`src/rtl/rob_commit.sv`:
```
// rtl/rob_commit.sv - 8-entry reorder buffer with in-order single retirement per cycle.
// Optional combinational operand lookup with CDB forwarding when ROB_OPERAND_READ_EN is defined.
module rob_commit #(
   parameter int DATA_W  = 32,
   parameter int REG_W   = 5,
   parameter int ENTRIES = 8
) (
   input  logic              clk,
   input  logic              rst_n,
   input  logic              start,
   input  logic              issue_valid,
   input  logic [2:0]        issue_idx,
   input  logic [2:0]        issue_op,
   input  logic [REG_W-1:0]  issue_dest,
   input  logic              cdb_valid,
   input  logic [2:0]        cdb_idx,
   input  logic [DATA_W-1:0] cdb_value,
   input  logic              commit_stall,
   output logic [7:0]        busy_rb,
   output logic [2:0]        head_idx,
   output logic [3:0]        rob_count,
   output logic              commit_valid,
   output logic [2:0]        commit_idx,
   output logic [2:0]        commit_op,
   output logic [REG_W-1:0]  commit_dest,
   output logic [DATA_W-1:0] commit_value,
`ifdef ROB_OPERAND_READ_EN
   input  logic [2:0]        rd_tag0,
   input  logic [2:0]        rd_tag1,
   output logic              rd_ready0,
   output logic              rd_ready1,
   output logic [DATA_W-1:0] rd_value0,
   output logic [DATA_W-1:0] rd_value1,
`endif
   output logic              proto_err
);

   logic [ENTRIES-1:0] busy_q, busy_d;
   logic [ENTRIES-1:0] ready_q, ready_d;
   logic [2:0]         op_q    [ENTRIES];
   logic [2:0]         op_d    [ENTRIES];
   logic [REG_W-1:0]   dest_q  [ENTRIES];
   logic [REG_W-1:0]   dest_d  [ENTRIES];
   logic [DATA_W-1:0]  value_q [ENTRIES];
   logic [DATA_W-1:0]  value_d [ENTRIES];
   logic [2:0]         head_q, head_d;
   logic [2:0]         tail_q, tail_d;
   logic [3:0]         count_q, count_d;
   logic               commit_valid_q, commit_valid_d;
   logic [2:0]         commit_idx_q, commit_idx_d;
   logic [2:0]         commit_op_q, commit_op_d;
   logic [REG_W-1:0]   commit_dest_q, commit_dest_d;
   logic [DATA_W-1:0]  commit_value_q, commit_value_d;
   logic               proto_err_q, proto_err_d;
   logic               do_alloc;
   logic               do_commit;

   always_comb begin
      busy_d         = busy_q;
      ready_d        = ready_q;
      op_d           = op_q;
      dest_d         = dest_q;
      value_d        = value_q;
      head_d         = head_q;
      tail_d         = tail_q;
      count_d        = count_q;
      commit_valid_d = 1'b0;
      commit_idx_d   = commit_idx_q;
      commit_op_d    = commit_op_q;
      commit_dest_d  = commit_dest_q;
      commit_value_d = commit_value_q;
      proto_err_d    = proto_err_q;
      do_alloc       = 1'b0;
      do_commit      = 1'b0;

      if (!start) begin
         busy_d         = '0;
         ready_d        = '0;
         head_d         = '0;
         tail_d         = '0;
         count_d        = '0;
         commit_idx_d   = '0;
         commit_op_d    = '0;
         commit_dest_d  = '0;
         commit_value_d = '0;
         proto_err_d    = 1'b0;
      end else begin
         // Retirement decision uses pre-edge state, so a CDB result needs one extra edge to commit.
         do_commit      = busy_q[head_q] & ready_q[head_q] & ~commit_stall;
         commit_valid_d = do_commit;
         if (do_commit) begin
            commit_idx_d   = head_q;
            commit_op_d    = op_q[head_q];
            commit_dest_d  = dest_q[head_q];
            commit_value_d = value_q[head_q];
         end

         if (cdb_valid && busy_q[cdb_idx]) begin
            ready_d[cdb_idx] = 1'b1;
            value_d[cdb_idx] = cdb_value;
         end

         // An allocated slot is never busy beforehand, so a same-cycle CDB to it was already ignored.
         if (issue_valid) begin
            if (issue_idx == tail_q && !busy_q[issue_idx]) begin
               do_alloc           = 1'b1;
               busy_d[issue_idx]  = 1'b1;
               ready_d[issue_idx] = 1'b0;
               op_d[issue_idx]    = issue_op;
               dest_d[issue_idx]  = issue_dest;
               tail_d             = tail_q + 3'd1;
            end else begin
               proto_err_d = 1'b1;
            end
         end

         if (do_commit) begin
            busy_d[head_q]  = 1'b0;
            ready_d[head_q] = 1'b0;
            head_d          = head_q + 3'd1;
         end

         count_d = count_q + {3'b000, do_alloc} - {3'b000, do_commit};
      end
   end

   always_ff @(posedge clk or negedge rst_n) begin
      if (!rst_n) begin
         busy_q         <= '0;
         ready_q        <= '0;
         head_q         <= '0;
         tail_q         <= '0;
         count_q        <= '0;
         commit_valid_q <= 1'b0;
         commit_idx_q   <= '0;
         commit_op_q    <= '0;
         commit_dest_q  <= '0;
         commit_value_q <= '0;
         proto_err_q    <= 1'b0;
         for (int i = 0; i < ENTRIES; i++) begin
            op_q[i]    <= '0;
            dest_q[i]  <= '0;
            value_q[i] <= '0;
         end
      end else begin
         busy_q         <= busy_d;
         ready_q        <= ready_d;
         head_q         <= head_d;
         tail_q         <= tail_d;
         count_q        <= count_d;
         commit_valid_q <= commit_valid_d;
         commit_idx_q   <= commit_idx_d;
         commit_op_q    <= commit_op_d;
         commit_dest_q  <= commit_dest_d;
         commit_value_q <= commit_value_d;
         proto_err_q    <= proto_err_d;
         op_q           <= op_d;
         dest_q         <= dest_d;
         value_q        <= value_d;
      end
   end

   assign busy_rb      = busy_q;
   assign head_idx     = head_q;
   assign rob_count    = count_q;
   assign commit_valid = commit_valid_q;
   assign commit_idx   = commit_idx_q;
   assign commit_op    = commit_op_q;
   assign commit_dest  = commit_dest_q;
   assign commit_value = commit_value_q;
   assign proto_err    = proto_err_q;

`ifdef ROB_OPERAND_READ_EN
   always_comb begin
      rd_ready0 = 1'b0;
      rd_value0 = '0;
      rd_ready1 = 1'b0;
      rd_value1 = '0;
      if (busy_q[rd_tag0]) begin
         if (cdb_valid && cdb_idx == rd_tag0) begin
            rd_ready0 = 1'b1;
            rd_value0 = cdb_value;
         end else if (ready_q[rd_tag0]) begin
            rd_ready0 = 1'b1;
            rd_value0 = value_q[rd_tag0];
         end
      end
      if (busy_q[rd_tag1]) begin
         if (cdb_valid && cdb_idx == rd_tag1) begin
            rd_ready1 = 1'b1;
            rd_value1 = cdb_value;
         end else if (ready_q[rd_tag1]) begin
            rd_ready1 = 1'b1;
            rd_value1 = value_q[rd_tag1];
         end
      end
   end
`endif

endmodule

```
`config.mk`:
```
export PLATFORM = sky130hd
export DESIGN_NAME = rob_commit
export DESIGN_NICKNAME = d
export VERILOG_FILES = /design/src/rtl/rob_commit.sv
export SDC_FILE = /design/constraint.sdc
export NUM_CORES = 1
export LEC_CHECK = 0
export CAP_MARGIN = 20
export CORE_ASPECT_RATIO = 1.75
export CORE_MARGIN = 3
export CORE_UTILIZATION = 50
export DETAILED_ROUTE_END_ITERATION = 10
export PLACE_DENSITY = 0.77
export SYNTH_ARGS = -nofsm -noshare
export SYNTH_HDL_FRONTEND = slang
export SYNTH_SLANG_ARGS = --single-unit
```
`constraint.sdc`:
```
create_clock -name clk -period 5.91 [get_ports clk]
set_input_delay 1.182 -clock clk [delete_from_list [all_inputs] [get_ports clk]]
set_output_delay 1.182 -clock clk [all_outputs]
set_load 0.05 [all_outputs]
```
==> out/summary.md, run 1 <==
The synthesized-area fraction occupied by ao, oa, aoi and oai cells was 0.0988; the summed instance area of the synthesized netlist was 17900 µm². The fraction of power consumed by the clock network is 0.437, and the post-synthesis sequential element count is 391. TritonCTS built the clock tree. The die covers 38100 µm². The peak supply drop was 0.150 mV; the static leakage was 9.48 nW.

For this run, design rule violations remaining after detail routing come to 0. The tools report the remaining max-slew budget at the tightest pin as 0.134. The tools report the kind of end point of the critical path as a flip-flop. Once detailed placement completed, the half-perimeter wirelength came to 28.8 mm. The first routing iteration left 791 violations. Cell with the largest stage delay on the worst path: sky130_fd_sc_hd__a221o_2. For the internal cell power, the log shows 4.21 mW. The top cell types in the final layout, fill and taps aside, are sky130_fd_sc_hd__dfrtp_1 (388), sky130_fd_sc_hd__mux2_2 (356), sky130_fd_sc_hd__clkdlybuf4s50_1 (110), sky130_fd_sc_hd__a21oi_1 (67), sky130_fd_sc_hd__mux2i_1 (45). Compared with the post-synthesis result, the final layout area differs by 15.4%. The via count was 11800; the worst hold-check slack was 0.503 ns. The run finished with clean final reports. The path depth of the worst reg2reg path is 9, and the share of the synthesized area in the top cell type is 0.547. Hold repair after CTS inserted 0 buffers.

Type of the worst min-delay path: reg2reg. For this design the total switching power over the nets is 1.19 mW. The combined global-route utilization of all metal layers is 0.245, and the total power density per cell area is 262 nW/µm². Cell accounting for the most synthesized area: sky130_fd_sc_hd__dfrtp_1. Synthesis instantiated 64 different standard cells from the library. In the final routed layout, each cell accounts on average for 24.8 µm.

The area share of fa/ha/maj cells after synthesis is 0.00532. Startpoint type of the worst setup path: a flip-flop. The share of the yosys chip area belonging to registers was 0.547. The number of top-level design ports was 112; the routed wire length was 46.8 mm.

Entering global routing, the biggest net connects 129 pins. Setup repair after global routing left no endpoint under its margin. For the wire length of the first global-routing pass, the log shows 72.7 mm. The worst setup path category is reg2reg. For the clock buffer count from CTS, the log shows 36. The tools report the final max-slew violation count as 0.

The floorplan has 91 rows. For the number of antenna-violating nets in the routed design, the log shows 0. Leaving out fill and tap cells, the most frequent cell in the layout is sky130_fd_sc_hd__dfrtp_1. The total power came out at 5.40 mW. The average instance in the mapped netlist occupies 13.6 µm².

The setup skew after layout came out at 0.0150 ns. The number of antenna violations at the first check in global routing came out at 0. The tools report the post-cts sizing count as 0. In this design, the stage delay of the slowest critical-path cell is 1.04 ns.

Starting density of the core: 0.506. The run gives 391 as the number of clock sinks seen by CTS. The number of enable-type register cells in the synthesized netlist is 0, and the sequential power share is 0.513.

After detailed placement, the total cell area comes to 19400 µm². The run gives 3 as the clock tree buffer depth. In this run the post-CTS setup repair buffer count came out at 0.

After synthesis, the largest family of logic cells by area is multiplexers. After routing the design area is 20600 µm². The count of buffers added on input and output ports is 111. 0 antenna diodes ended up in the layout. The synthesized-area fraction occupied by xor and xnor cells works out to 0.00294. The highest net fanout along the worst path was 40. The leading register cell type out of synthesis was sky130_fd_sc_hd__dfrtp_1. Net count of the mapped netlist: 1370. The routed via count divided by cell count is 6.28, and the routability congestion estimate is 0.892. The final sum of negative setup slack was 0 ns. Data arrives at the worst endpoint at 4.87 ns. The post-synthesis share of cell area spent on and, or, nand and nor gates was 0.0406.

The post-synthesis async set-or-reset flop share was 1.00; the floorplan die width was 149 µm. The clock-pin slew reported for the worst setup and hold paths after clock tree synthesis is 0.06 ns. Among the stages of the critical path, the cell type that occurs most often is sky130_fd_sc_hd__ha_1. Yosys attributes the largest share of cell area to sky130_fd_sc_hd__dfrtp_1 (55%), sky130_fd_sc_hd__mux2_2 (22%), sky130_fd_sc_hd__mux4_2 (2.6%). The region available for standard cell placement spans 35300 µm². For the final hold violation count, the log shows 0. The transition time of the tightest slew-check pin was 1.30 ns; the number of maximum-capacitance constraint violations was 0. The clock period could shrink to 4.46 ns. The part of the power in combinational logic was 0.050; the via count of the first global-routing pass was 12500. The number of detailed-routing iterations run before antenna repair was 5; the synthesis warning total was 0. The worst hold path cell count was 1; the data required time of the critical path was 6.32 ns. At the later pin of the worst-skew pair, clock insertion delay measures 0.53 ns. The die is 256 µm tall. The final clock period utilization by the worst path is 0.754, and the final count of negative-setup-slack endpoints is 0.

The logs give 2 for the number of levels in the clock H-tree and 0 for the aggregate global routing overflow. The fraction of layout cells with a size suffix above 1 works out to 0.354. Post-synthesis instance total: 1311. The net switching share of the total power works out to 0.220. The critical path goes through nor2_1 -> a221o_2 -> nand2_8 -> inv_4 -> ha_1 -> inv_1 -> ha_1 -> fa_1 -> and2_1. The root buffer cell chosen for the clock tree is sky130_fd_sc_hd__clkbuf_16.

In the final design database the tool counted 1452 nets. The fraction of synthesized area in multiplexers was 0.277; the peak clock frequency supported by timing was 224 MHz.
==> sequential cells by signal, indices dropped and copies added (netlist names) <==
| signal | cells |
|---|---|
| rob_count | 4 |
| dest_q | 40 |
| head_idx | 3 |
| proto_err | 1 |
| commit_value | 32 |
| value_q | 256 |
| commit_idx | 3 |
| tail_q | 3 |
| ready_q | 8 |
| commit_dest | 5 |
| busy_rb | 8 |
| op_q | 24 |
| commit_valid | 1 |
| commit_op | 3 |
==> metal layers <==
metal  vias to the layer above  routed length, µm  global-route usage
met2                       460              24000               0.421
met3                       127               2790              0.0450
met1                      6178              17900               0.299
met4                         0               2130               0.109
li1                       5054                  -                   -
met5                         -                  0                   0
==> kinds of logic after synthesis <==
kind of cell / Yosys count
mux: 423
flops: 391
compound gates: 241
buf+inv: 114
simple gates: 129
xor+xnor: 6
fa+ha+maj: 7
==> metrics by stage <==
step                      cells  utilization  setup WS (ns)
after global placement     1819        0.550           1.60
final                      1883        0.584           1.45
after detailed placement   1819        0.550           1.52
after CTS                  1882        0.584           1.46
after global routing       1883        0.584           1.27
after floorplan            1311            -           2.38
==> cell usage after synthesis, drive strengths merged (9+ instances only) <==
cell type	number
dfrtp	391
mux2	357
a21oi	67
clkbuf	49
mux2i	45
nand2	45
buf	43
a221oi	35
o21ai	30
a211oi	23
inv	21
mux4	21
nor3	20
nor2	16
a22oi	14
a311oi	12
and2	11
nand3	11
a221o	9
==> worst max-delay path: cells and delay by family, from the launching register on <==
kind            cells  cell delay, ns
buf+inv             2            0.52
fa+ha+maj           3            0.92
compound gates      1            1.04
simple gates        3            1.11
flops               1            0.72
==> layout make-up <==
cell class,count,area [µm²]
Clock inverter,5,60.1
Timing Repair Buffer,136,1340
Multi-Input combinational cell,806,7630
Sequential cell,391,9790
Tap cell,465,582
Fill cell,2749,14700
Inverter,22,85.1
Clock buffer,58,1130
==> power groups by stage <==
stage	clock network, mW	logic (mW)	registers [mW]
after global routing	2.48	0.297	2.78
final	2.36	0.271	2.77
after global placement	0	0.263	2.82
after floorplan	0	0.118	2.82
after detailed placement	0	0.273	2.82
after CTS	2.39	0.274	2.77
==> worst paths after layout <==
check	startpoint	to	slack (ns)
setup / recovery	head_idx[0]	rob_count[1]	1.45
hold / removal	value_q[110]	value_q[110]	0.50
setup reg to reg	head_idx[0]	rob_count[1]	1.45
hold reg to reg	value_q[110]	value_q[110]	0.50
max in group asynchronous	rst_n	op_q[23]	3.98
min in group asynchronous	rst_n	value_q[86]	0.70
Power figures use the tool's default switching activity.
==> run 2: changes to the inputs <==
clock period = 4.4 ns   (was 5.91 ns; I/O delays follow)
==> run 2 against run 1 <==
Sequential power increased by 35%. Largest power group unchanged. Power increased by 32%. Design area increased by 0.39%. Global-route usage increased by 0.92 points. Sequential share of layout area decreased by 0.19 points. Clock skew decreased by 0.0046 ns. Wire length increased by 3.7%. Final cell count increased by 0.90%. Register-to-register slack got worse by 0.50 ns. Combinational power increased by 42%. Die area unchanged. Via count increased by 2.1%.
==> out/summary.md, run 2 (same netlist as run 1, synthesis figures left out) <==
The flow ran to the end, and the final reports show no timing, DRC or antenna violations. The tools report the net total in the final layout as 1470 (+1.2%). The floorplan die width works out to 149 µm (unchanged). The sequential power share is 0.521 (+0.008), and the routability congestion estimate is 0.896 (+0.48%).

The wire length of the first global-routing pass came out at 75.3 mm (+3.6%). The number of antenna violations at the first check in global routing is 2 (+2), and the fraction of layout cells with a size suffix above 1 is 0.360 (+0.00581). The DRC violation count after routing is 0 (unchanged). The path class of the tightest hold or removal check is in2async. The routed via count divided by cell count is 6.35 (+1.2%).

In this run the clock root is driven by a sky130_fd_sc_hd__clkbuf_16. The total core area was 35300 µm² (unchanged). The HPWL after detailed placement was 29.9 mm (+3.9%). The final clock period utilization by the worst path was 0.783 (+0.0284); the detailed router's first-iteration violation count was 994 (+26%).

The run gives 0.254 (+0.00918) as the combined global-route utilization of all metal layers. The peak supply drop is 0.213 mV (+42%). Setup repair after global routing left no endpoint under its margin. The logs give 12600 (+0.73%) for the via count of the first global-routing pass and 48.5 mm (+3.7%) for the routed wire length. Time the worst path needs with I/O delays and setup: 3.44 ns (-1.01 ns).

The setup skew after layout was 0.0105 ns (-0.00457 ns); the internal cell power was 5.54 mW (+32%). The flip-flop count of the largest register, all copies and words added was 256 (unchanged); the average detailed-routed wire length per instance was 25.5 µm (+2.8%). Register bank with the most flops: value_q.

The largest net degree at the start of global routing is 101 (-22%). The tools report the net load switching power as 1.61 mW (+35%). The cell with the largest stage delay on the worst path is sky130_fd_sc_hd__mux4_2. The tools report the starting density of the core as 0.506 (unchanged).

The die span in y is 256 µm (unchanged), and the transition time of the tightest slew-check pin is 1.07 ns (-0.233 ns). The aggregate global routing overflow is 0 (unchanged). The peak clock frequency supported by timing was 290 MHz (+29%).

For the number of maximum-capacitance constraint violations, the log shows 0 (unchanged). Final max-slew violation count: 0 (unchanged). TritonCTS built the clock tree.

The logs give 20700 µm² (+0.39%) for the total non-filler cell area in the finished layout and 38100 µm² (unchanged) for the area enclosed by the die boundary. The number of detailed-routing iterations run before antenna repair is 5 (unchanged). The logs give 0.404 ns (-0.0989 ns) for the worst hold-check slack and 9790 µm² (unchanged) for the footprint of the flip-flops and latches. The tools report the cell area after placement as 19600 µm² (+0.89%). The run gives 0.425 (-0.012) as the fraction of power consumed by the clock network. Traced cell by cell, the critical path runs through inv_2 -> mux4_2 -> a221o_2 -> nand2_8 -> inv_4 -> ha_1 -> inv_1 -> ha_1 -> fa_1 -> xnor2_1 -> nor2_1. For the number of top-level design ports, the log shows 112 (unchanged). The number of fill cells was 2784 (+1.3%); the clock-pin slew reported for the worst setup and hold paths after clock tree synthesis was 0.07 ns (about the same). The tools report the remaining max-slew budget at the tightest pin as 0.284 (+0.150).

STA classifies the critical path endpoint as a flip-flop. The highest net fanout along the worst path was 10 (-75%); the part of the power in combinational logic was 0.054 (+0.004). In the layout the commonest cells are sky130_fd_sc_hd__dfrtp_1 (388), sky130_fd_sc_hd__mux2_2 (356), sky130_fd_sc_hd__clkdlybuf4s50_1 (110), sky130_fd_sc_hd__a21oi_1 (67), sky130_fd_sc_hd__mux2i_1 (45). The data required time of the critical path is 4.78 ns (-1.54 ns), and the number of levels in the clock H-tree is 2 (unchanged). The logs give 9.55 nW (+0.73%) for the static leakage and 3 (unchanged) for the clock tree buffer depth.

Compared with the post-synthesis result, the final layout area differs by 15.9%. The number of buffers added on ports works out to 111 (unchanged). For the via count, the log shows 12100 (+2.1%).

The startpoint type of the worst setup path is a flip-flop. The arrival time at the worst endpoint was 3.82 ns (-1.05 ns); the net switching share of the total power was 0.225 (+0.00485). The total power density per cell area was 346 nW/µm² (+32%). The final sum of negative setup slack came out at 0 ns (unchanged). The final hold violation count is 0 (unchanged). The logs give 0 (unchanged) for the number of buffers inserted for hold repair after clock tree synthesis and 7630 µm² (about the same) for the area occupied by multi-input gates.

The worst stage delay on the critical path was 0.65 ns (-0.39 ns); the post-CTS setup buffer count was 0 (unchanged). Final count of negative-setup-slack endpoints: 0 (unchanged). Count of standard-cell rows: 91 (unchanged). Leaving out fill and tap cells, the most frequent cell in the layout is sky130_fd_sc_hd__dfrtp_1. The tools report the post-cts sizing count as 0 (unchanged). In this design, the critical path's most frequently occurring cell is sky130_fd_sc_hd__ha_1. The logs give 391 (unchanged) for the number of clock sinks seen by CTS and 0 (unchanged) for the number of antenna-violating nets in the routed design. Worst setup path category: reg2reg. The logs give 0.53 ns (about the same) for the clock latency on the worst-skew pair and 35 (-2.8%) for the clock buffer count from CTS.
## run 2: cell count changes in the layout (fill, tap and decap cells not counted), sizes merged
cell and delta:
clkinv +2, inv -1, clkbuf -3, buf +19, bufinv -1, diode +1
## run 2: final timing paths
path	from	cells after the start	slack, ns	to
worst min-delay path	rst_n	1	0.40	value_q[150]
worst max register to register	head_idx[1]	11	0.96	rob_count[2]
min in group clk	value_q[165]	1	0.50	value_q[165]
max in group asynchronous	rst_n	3	2.88	value_q[179]
worst min register to register	value_q[165]	1	0.50	value_q[165]
worst max-delay path	head_idx[1]	11	0.96	rob_count[2]
## run 2: stage by stage
stage / util / setup WS, ns / total power, mW / cells
floorplan: - / 1.07 / 3.94 / 1311
global placement: 0.555 / 0.646 / 4.16 / 1838
detailed placement: 0.555 / 0.593 / 4.18 / 1838
CTS: 0.586 / 0.958 / 7.20 / 1898
global route: 0.587 / 0.844 / 7.36 / 1900
finish: 0.587 / 0.956 / 7.16 / 1900
## run 2: worst max-delay path: cells and delay by family (launching register included)
kind	cells	cell delay, ns
XOR/XNOR	1	0.20
AO/OA/AOI/OAI	1	0.48
adder cells (fa/ha/maj)	3	0.83
multiplexers	1	0.65
flip-flops	1	0.49
AND/OR/NAND/NOR	2	0.21
buffers and inverters	3	0.43
## run 2: power by group through the flow
stage | clock [mW] | combinational [mW] | sequential (mW)
after floorplan | 0 | 0.159 | 3.78
after CTS | 3.08 | 0.389 | 3.73
after detailed placement | 0 | 0.386 | 3.79
after global placement | 0 | 0.374 | 3.79
after global routing | 3.21 | 0.419 | 3.74
final | 3.04 | 0.385 | 3.73
## run 2: layer usage
| metal | vias up | track usage | part of all wire | wire [µm] |
|---|---|---|---|---|
| met5 | - | 0 | 0.00027 | 13 |
| met4 | 2 | 0.123 | 0.055 | 2640 |
| met3 | 141 | 0.0397 | 0.063 | 3050 |
| met2 | 494 | 0.433 | 0.51 | 24600 |
| met1 | 6320 | 0.314 | 0.37 | 18200 |
| li1 | 5108 | - | - | - |
## run 2: cell type report
cell class / count / area share
clock buffer: 55 / 0.0528
timing repair buffer: 155 / 0.0723
sequential: 391 / 0.473
inverter: 22 / 0.00411
clock inverter: 5 / 0.00133
antenna: 1 / 0.000121
tap: 465 / 0.0281
multi-input combinational: 806 / 0.368
==> run 3: changes to the inputs <==
PLACE_DENSITY = 0.8   (was 0.77)
clock period = 2.9 ns   (was 4.4 ns; I/O delays follow)
==> run 3 against run 2 <==
Non-clock buffer count rose by 56. Worst hold slack got worse by 0.39 ns. Critical path depth shrank 1. Wire length rose by 1.6%. Sequential share of layout area fell by 1.4 points. Setup slack worse by 0.91 ns. First-iteration DRC count up 7.7%. Global-route usage rose by 0.45 points. Fmax increased by 21%. Via count increased by 2.3%. Register-to-register slack worse by 0.91 ns.
==> out/summary.md, run 3 (same netlist as run 1, synthesis figures left out) <==
The peak clock frequency supported by timing was 351 MHz (+21%). The area enclosed by the die boundary came out at 38100 µm² (unchanged). The cell sitting at the root of the clock tree is a sky130_fd_sc_hd__clkbuf_16.

Aggregate global routing overflow: 0 (unchanged). The detailed router's first-iteration violation count is 1071 (+7.7%), and the path depth of the worst reg2reg path is 10 (-1). The final count of negative-setup-slack endpoints is 0 (unchanged). The highest net fanout along the worst path is 4 (-6).

The wire length of the first global-routing pass is 77.1 mm (+2.3%), and the fraction of layout cells with a size suffix above 1 is 0.386 (+0.0258). The number of top-level design ports came out at 112 (unchanged). HPWL after detailed placement: 31.3 mm (+4.7%).

Compared with the post-synthesis result, the final layout area differs by 19.5%. For the data required time of the critical path, the log shows 3.36 ns (-1.42 ns). Number of maximum-capacitance constraint violations: 0 (unchanged). The flow ran to the end, and the final reports show no timing, DRC or antenna violations. The worst setup path is captured at a flip-flop.

Routed via count divided by cell count: 6.31 (-0.67%). For the final core utilization, the log shows 0.605 (+0.0185). The arrival time at the worst endpoint is 3.32 ns (-0.50 ns), and the antenna diode count is 0 (-1). The cell family contributing the most delay on the critical path is adder cells. The tools report the via count as 12300 (+2.3%).

The tools report the routability congestion estimate as 0.905 (+1.0%). The setup skew after layout was 0.0186 ns (+0.00813 ns). The die span in y was 256 µm (unchanged); the number of buffers inserted for hold repair after clock tree synthesis was 0 (unchanged). The cell count along the critical path is 10 (-1), and the critical path buffer and inverter count is 3 (unchanged).

The register bank with the most flops was value_q. The transition time of the tightest slew-check pin was 0.920 ns (-0.146 ns); the flip-flop count of the largest register, all copies and words added was 256 (unchanged). The tightest min-delay check is of the in2async type.

Final max-slew violation count: 0 (unchanged). The number of buffers added on ports came out at 111 (unchanged). The post-cts sizing count was 0 (unchanged).

Setup repair after global routing could not meet its margin everywhere. The largest net degree at the start of global routing came out at 73 (-28%). Number of clock sinks seen by CTS: 391 (unchanged). In the layout the commonest cells are sky130_fd_sc_hd__dfrtp_1 (384), sky130_fd_sc_hd__mux2_2 (356), sky130_fd_sc_hd__clkdlybuf4s50_1 (108), sky130_fd_sc_hd__buf_4 (80), sky130_fd_sc_hd__a21oi_1 (66). The average detailed-routed wire length per instance works out to 25.2 µm (-1.3%). The most common library cell in the layout ignoring fill and taps was sky130_fd_sc_hd__dfrtp_1. The logs give 34 (-2.9%) for the clock buffer count from CTS and 0.259 (+0.00453) for the combined global-route utilization of all metal layers.

The post-CTS setup buffer count is 0 (unchanged). The net total in the final layout came out at 1525 (+3.7%). The clock-pin slew reported for the worst setup and hold paths after clock tree synthesis was 0.07 ns (about the same).

The number of detailed-routing iterations run before antenna repair is 5 (unchanged). The remaining max-slew budget at the tightest pin came out at 0.382 (+0.0981). The worst setup path is of the reg2reg kind.

The clock tree buffer depth came out at 3 (unchanged). The clock latency on the worst-skew pair was 0.53 ns (about the same). The time the worst path needs with I/O delays and setup is 2.85 ns (-0.592 ns).

The total power density per cell area is 510 nW/µm² (+48%). For the starting density of the core, the log shows 0.506 (unchanged). TritonCTS built the clock tree. The worst hold-check slack was 0.0139 ns (-0.390 ns); the floorplan die width was 149 µm (unchanged).

The number of antenna violations at the first check in global routing came out at 1 (-1). Count of standard-cell rows: 91 (unchanged). The final clock period utilization by the worst path is 0.983 (+0.201). For the static leakage, the log shows 9.88 nW (+3.4%).

The tools report the startpoint type of the worst setup path as a flip-flop. The tools report the via count of the first global-routing pass as 13300 (+5.0%). The tools report the number of levels in the clock H-tree as 2 (unchanged).

The logs give 0 (unchanged) for the final hold violation count and 49.3 mm (+1.6%) for the routed wire length. The total core area came out at 35300 µm² (unchanged). The slowest stage of the critical path belongs to the cell sky130_fd_sc_hd__mux4_2. Counting stages on the worst path, the most repeated cell is sky130_fd_sc_hd__ha_4.

For the peak supply drop, the log shows 0.363 mV (+70%). The worst stage delay on the critical path came out at 0.57 ns (-0.08 ns). The run gives 0 (unchanged) as the number of antenna-violating nets in the routed design. The critical path goes through inv_4 -> mux4_2 -> a221o_2 -> nand2_8 -> inv_8 -> ha_4 -> inv_2 -> ha_4 -> fa_2 -> and2_1. For the DRC violation count after routing, the log shows 0 (unchanged).
-- run 3: cell count changes in the layout (fill, tap and decap cells not counted), sizes merged --
cell	delta
buf	+58
clkbuf	+3
clkdlybuf4s50	-2
clkinv	-2
bufinv	+1
clkinvlp	-1
diode	-1
-- run 3: worst paths after layout --
| check | start | to | slack, ns |
|---|---|---|---|
| min | rst_n | value_q[22] | 0.01 |
| min reg2reg | value_q[165] | value_q[165] | 0.50 |
| min in group clk | value_q[165] | value_q[165] | 0.50 |
| max reg2reg | head_idx[1] | rob_count[1] | 0.05 |
| max | head_idx[1] | rob_count[1] | 0.05 |
| max in group asynchronous | rst_n | value_q[172] | 2.04 |
-- run 3: cell type report --
cell class	count	area, µm²
Fill cell	2707	13900
Sequential cell	391	9800
Multi-Input combinational cell	806	7650
Timing Repair Buffer	211	2120
Clock buffer	58	1070
Tap cell	465	582
Inverter	22	92.6
Clock inverter	3	40.0
-- run 3: through the flow --
stage / cells / setup slack (ns) / cell area, µm² / setup TNS (ns) / power, mW
2_1_floorplan: 1311 / -0.169 / 17900 / -0.393 / 5.98
3_3_place_gp: 1894 / -0.313 / 20200 / -20.02 / 6.34
3_5_place_dp: 1895 / -0.378 / 20200 / -24.43 / 6.37
4_1_cts: 1956 / 0.0510 / 21400 / 0 / 11.0
5_1_grt: 1956 / -0.00640 / 21400 / -0.00640 / 11.2
6_report: 1956 / 0.0479 / 21400 / 0 / 10.9
-- run 3: metal layers --
layer / vias to the layer above / part of all wire / track usage
li1: 5208 / - / -
met1: 6480 / 0.38 / 0.319
met2: 502 / 0.51 / 0.443
met3: 145 / 0.058 / 0.0368
met4: 2 / 0.050 / 0.126
met5: - / 0.00026 / 0
-- run 3: report_power, final --
group | switching (mW) | internal (mW)
Clock | 2.00 | 2.61
Combinational | 0.350 | 0.259
Sequential | 0.0821 | 5.58
Total | 2.43 | 8.46
